==> config.mk <==
export PLATFORM = sky130hd
export DESIGN_NAME = ex_mem_stage
export DESIGN_NICKNAME = d
export VERILOG_FILES = /design/src/rtl/ex_mem_stage.sv
export SDC_FILE = /design/constraint.sdc
export NUM_CORES = 1
export LEC_CHECK = 0
export CAP_MARGIN = 25
export CORE_AREA = 2 2 149 151
export CTS_CLUSTER_DIAMETER = 30
export DETAILED_ROUTE_END_ITERATION = 7
export DIE_AREA = 0 0 151 153
export PLACE_DENSITY = 0.85
export SYNTH_ARGS = -nofsm -noshare
export SYNTH_HDL_FRONTEND = slang
export SYNTH_SLANG_ARGS = --single-unit
==> constraint.sdc <==
create_clock -name clk -period 1.7 [get_ports clk]
set_input_delay 0.34 -clock clk [delete_from_list [all_inputs] [get_ports clk]]
set_output_delay 0.34 -clock clk [all_outputs]
set_load 0.03 [all_outputs]
==> src/rtl/ex_mem_stage.sv <==
// EX->MEM pipeline register with a valid/ready handshake and a 2-entry skid buffer.
// Also resolves the MEM-stage branch decision (pcsrc) from the registered payload.
module ex_mem_stage #(
    parameter int DW = 32,
    parameter int RW = 5
) (
    input  logic          clk,
    input  logic          rst_n,
    input  logic          flush,
    input  logic          in_valid,
    output logic          in_ready,
    input  logic [DW-1:0] in_aluout,
    input  logic          in_aluzero,
    input  logic [DW-1:0] in_wdata,
    input  logic [RW-1:0] in_wreg,
    input  logic [DW-1:0] in_btarget,
    input  logic [1:0]    in_wb,
    input  logic [2:0]    in_m,
    output logic          out_valid,
    input  logic          out_ready,
    output logic [DW-1:0] out_aluout,
    output logic          out_aluzero,
    output logic [DW-1:0] out_wdata,
    output logic [RW-1:0] out_wreg,
    output logic [DW-1:0] out_btarget,
    output logic [1:0]    out_wb,
    output logic [2:0]    out_m,
    output logic          pcsrc
);

    typedef struct packed {
        logic [DW-1:0] aluout;
        logic          aluzero;
        logic [DW-1:0] wdata;
        logic [RW-1:0] wreg;
        logic [DW-1:0] btarget;
        logic [1:0]    wb;
        logic [2:0]    m;
    } payload_t;

    typedef enum logic [1:0] {
        EMPTY = 2'd0,
        FULL  = 2'd1,
        SKID  = 2'd2
    } state_t;

    state_t   state_q, state_d;
    payload_t main_q, main_d;
    payload_t skid_q, skid_d;
    payload_t in_pl;
    logic     accept, retire;

    always_comb begin
        in_pl.aluout  = in_aluout;
        in_pl.aluzero = in_aluzero;
        in_pl.wdata   = in_wdata;
        in_pl.wreg    = in_wreg;
        in_pl.btarget = in_btarget;
        in_pl.wb      = in_wb;
        in_pl.m       = in_m;
    end

    // Handshake flags are pure decodes of the state flop, so out_ready never
    // reaches in_ready combinationally.
    assign out_valid = (state_q != EMPTY);
    assign in_ready  = (state_q != SKID);
    assign accept    = in_valid & in_ready;
    assign retire    = out_valid & out_ready;

    always_comb begin
        state_d = state_q;
        main_d  = main_q;
        skid_d  = skid_q;
        unique case (state_q)
            EMPTY: begin
                if (accept) begin
                    main_d  = in_pl;
                    state_d = FULL;
                end
            end
            FULL: begin
                if (accept && retire) begin
                    main_d = in_pl;
                end else if (retire) begin
                    state_d = EMPTY;
                end else if (accept) begin
                    skid_d  = in_pl;
                    state_d = SKID;
                end
            end
            SKID: begin
                if (retire) begin
                    main_d  = skid_q;
                    state_d = FULL;
                end
            end
            default: state_d = EMPTY;
        endcase
        // Squash wins over everything; payload contents are left as don't-care.
        if (flush) begin
            state_d = EMPTY;
            main_d  = main_q;
            skid_d  = skid_q;
        end
    end

    always_ff @(posedge clk or negedge rst_n) begin
        if (!rst_n) begin
            state_q <= EMPTY;
            main_q  <= '0;
            skid_q  <= '0;
        end else begin
            state_q <= state_d;
            main_q  <= main_d;
            skid_q  <= skid_d;
        end
    end

    assign out_aluout  = main_q.aluout;
    assign out_aluzero = main_q.aluzero;
    assign out_wdata   = main_q.wdata;
    assign out_wreg    = main_q.wreg;
    assign out_btarget = main_q.btarget;
    assign out_wb      = main_q.wb;
    assign out_m       = main_q.m;

    // Asserted for every cycle a taken branch is held; MEM acts on it once.
    assign pcsrc = out_valid & main_q.m[2] & main_q.aluzero;

endmodule

After elaboration in Yosys (flattened, before gate mapping)
Index checks and enable logic that the tools add are counted. Widths: inputs -> output; s select.

Register bits: 216. Input port bits: 112. Output and inout port bits: 110. Word-level logic and storage cells: 50.

Eq/ne operators: 10. Mux-type cells: 11. Bitwise gates (word level): 7. Reduce and logical (&&, ||, !) cells: 7.

Operators with widths (count): $mux 107 (3); $pmux 107 s3 (1); $mux 2 (6); $reduce_and 5->1 (2); $ne 3x3->1 const B (3); $ne 2x2->1 const B (4); $pmux 2 s3 (1); $and 1x1->1 (4); $ne 4x4->1 const B (1); $reduce_and 4->1 (1); $not 1->1 (3); $reduce_bool 3->1 (1); $eq 2x1->1 const B (1); $eq 2x2->1 const B (1); $logic_not 2->1 (1); $reduce_bool 2->1 (1); $logic_and 1x1->1 (1).

Longest topological paths before layout
Depth after elaboration: 7. Mapped depth: 6. Depth with buffers taken out: 4.

Least setup slack after synthesis
Ideal clock, no wire load.

Path kind: register -> register. From: reg state_q[1]. To: reg main_q, in the netlist out_wdata[10]. Library setup time: 0.125 ns. Arrival time: 1.528 ns. Data required time: 1.575 ns. Path slack: 0.047 ns. Stages on the path, launching flop included: 7. Buffers on the path: 3. Period minus slack after synthesis: 1.653 ns. Cells stage by stage: dfrtp_1 nor2b_1 buf_6 buf_6 buf_6 mux2_4 mux2_4.

Cells in the longest elaborated chain, start to end: 5. Elaborated cells on any way between the ends: 14. Those cells by class: eq/ne (6); mux (1); bitwise (2); reduce/logical (5).

Ends and longest elaborated chain: from (decl) (line 47) `state_t state_q, state_d;`; from (signal assigned) (line 113) `state_q <= state_d;`; $ne 2x2->1 / $reduce_bool 2->1 (equally long branches) (line 66, 65); $and 1x1->1 (on tied branches) (line 67, 68); $logic_and 1x1->1 (line 82) `if (accept && retire) begin`; $ne 2x2->1 (no source line); $reduce_and 5->1 (no source line); to (signal assigned) (line 114) `main_q <= main_d;`; to (decl) (line 48) `payload_t main_q, main_d;`.

Several ways; a longest one is shown, not always the timed one. A chain may end at the register's enable or synchronous reset.

Final worst setup path
From: reg state_q[1]. To: reg main_q, in the netlist out_wdata[14].

The elaborated chain is that of the path after synthesis.

==> out/results.ini <==
[routing]
wl_per_cell_um = 23.6
ant_nets = 0
vias = 6539
drc = 0
drt-pass1-iter-count = 4
routed_via_density = 5.20
drt_iter0_markers = 194
drt-total-wl_um = 29700

[synth]
synth_top_flop_cell = dfrtp_1
yosys.area_share.xor_xnor_pct = 0
syn-num-nets = 701
yosysTopAreaCellShare_pct = 56.8
yosysWarnings = 0
synth_area_leader_cell = dfrtp_1
synth_simple_gate_area_share_pct = 0.683
synth_edf_count = 0
synth_area_leaders = dfrtp_1 (57%), mux2_2 (30%), mux2_4 (6.3%)
ys_types = 22
netlist_area_um2 = 9520
synth-seq-cells = 216
yosys-mux-area-fraction_pct = 39.5
synth.avg_cell_area_um2 = 16.2
synth_seq_area_share_pct = 56.8
synth-compound-area-share_pct = 0.368
synth_cells = 589
synthAdderAreaFrac_pct = 0
synth_top_family_by_area = multiplexers
synthArstFlopShare_pct = 100

[layout]
num-fill-cells = 1245
diodes = 0
finish.instance_area_um2 = 16000
area_delta_synth_final_pct = 68.6
nets = 1052
utilization_pct = 74.7
layout-drive-gt1-share_pct = 54.6
final_cell_mix = mux2_4 (256), dfrtp_1 (214), clkdlybuf4s50_1 (110)
multi_input_area_um2 = 4720
layout_commonest_cell = mux2_4
regArea_um2 = 5410

[timing]
clock.fmax_ghz = 0.499
setup_viol = 217
rsz0062_at_grt = yes
slew_violations = 0
worstMarginPinSlew_ns = 0.396
hold_viol_final = 0
fin_skew_ns = 0.0121
setup_slack_ns = -0.304
min_period_ns = 2.00
maxSlewHeadroom_pct = 73.7
hold_slack_ns = 0.326
finalCritPeriodShare_pct = 118

[worst_setup_path]
rrSetupSlack_ns = -0.30
critical_path_class = reg2reg
cp.arrival_ns = 2.39
startpoint = state_q[1]
cp-end-kind = flip-flop
worst-path-max-fanout = 7
setup.worst_path.start_class = flip-flop
required_ns = 2.09
r2r_start = state_q[1]
r2r_cells = 8
crit_end = out_wdata[14]
r2r_end = out_wdata[14]

[power_and_ir_drop]
power_density_nw_per_um2 = 1340
seqPwrFrac_pct = 33.7
clkPwrFrac_pct = 42.4
power_switching_w = 0.00607
worst_ir_drop_vdd_mv = 1.37
p_int_w = 0.0155
sw_frac_of_total_pct = 28.1
comb_power_share_pct = 24.0
power.total_w = 0.0216
p_leak_nw = 7.38

[die]
die-area_um2 = 23100
initial_core_util_pct = 44.3
die_w_um = 151
num_io_pins = 222
die_y_um = 153
rows = 54
coreArea_um2 = 21500

[clocking]
cts_max_path_buffers = 3
tritoncts.num_buffers = 47
cts-root-buf = clkbuf_16
htreeDepth = 2
tritoncts = done
clk_latency_ns = 0.51
clk_pin_slew_ns = 0.05
cts.sinks = 216

[placement]
gp_congestion = 0.758
place_area_um2 = 12500
io_buffers = 221
hpwl_um = 15000

[global_routing]
antenna_found_initial = 1
grt_usage_pct = 23.2
grt_pass1_vias = 7393
grt_max_degree = 54
overflow = 0
grt_pass1_wl_um = 41500

[outcome]
status = finished with violations
violations = setup timing

[run]
drv_cap = 0

[min_path]
hold_class = in2async

[worst min-delay path by stage]
stage	from	to	slack (ns)	cells past startpoint
6_report	rst_n	skid_q[97]	0.33	2
4_1_cts	rst_n	out_btarget[11]	0.32	2
3_3_place_gp	rst_n	skid_q[29]	0.27	1
5_1_grt	rst_n	out_aluout[22]	0.34	2
3_5_place_dp	rst_n	out_btarget[24]	0.27	1
2_1_floorplan	rst_n	out_aluout[0]	0.04	0
[flip-flops by register name (all words and copies together), names as in the netlist, 2 cells and up]
register     count
state_q          2
out_aluout      32
out_m            3
out_wreg         5
out_wdata       32
out_btarget     32
skid_q         107
out_wb           2
[critical path, stage by stage, from the launching register on]
cell	delay, ns
dfrtp_2	0.42
buf_6	0.11
buf_4	0.12
nand3b_1	0.15
a21oi_4	0.25
buf_6	0.16
clkbuf_16	0.19
clkbuf_16	0.17
mux2_4	0.30
[cells in the mapped netlist, types with 2 or more instances]
cell type,number
mux2_1,31
mux2_4,40
nand2_1,2
buf_2,23
mux2_2,250
a21oi_1,2
dfrtp_1,216
buf_6,11
[stage by stage]
step	std cells	setup WS, ns	setup TNS [ns]
final	1258	-0.304	-42.00
after global routing	1258	-0.319	-50.92
after CTS	1250	-0.246	-37.19
after detailed placement	1114	-0.493	-97.08
after global placement	1114	-0.459	-91.33
after floorplan	589	0.0466	0
[area by class of cell]
type                    count  area share (%)
multi-input cells         337            29.4
flip-flops and latches    216            33.7
inverters                   1          0.0390
clock buffers              65            8.76
well taps                 280            2.18
repair buffers            337            24.5
clock inverters            22            1.40
[per-layer routing]
layer | global-route usage, % | up-vias | wire [um]
met5 | 0 | - | 18
met2 | 41.2 | 234 | 15500
li1 | - | 2845 | -
met4 | 6.68 | 2 | 746
met1 | 27.4 | 3402 | 11800
met3 | 6.24 | 56 | 1620
[power groups by stage]
stage                     combinational, W  clock [W]  sequential [W]
after floorplan                    0.00150          0         0.00802
after CTS                          0.00448    0.00917         0.00712
after global routing               0.00542    0.00957         0.00737
final                              0.00517    0.00915         0.00726
after detailed placement           0.00440          0         0.00715
after global placement             0.00428          0         0.00708
[what timing repair did]
| item | in CTS | in global routing |
|---|---|---|
| setup endpoints to repair | 321 | 219 |
| setup buffers | 33 | 14 |
| pin swaps | 0 | 2 |
| gates cloned | 15 | 8 |
| hold buffers | 1 | 0 |
| endpoints found under the hold margin | 38 | 0 |
| gates resized for setup | 240 | 201 |
[cell families after synthesis]
group	Yosys count
compound gates	5
simple gates	11
flops	216
buf+inv	36
mux	321
Note: power is estimated with default switching activity, not from simulation.
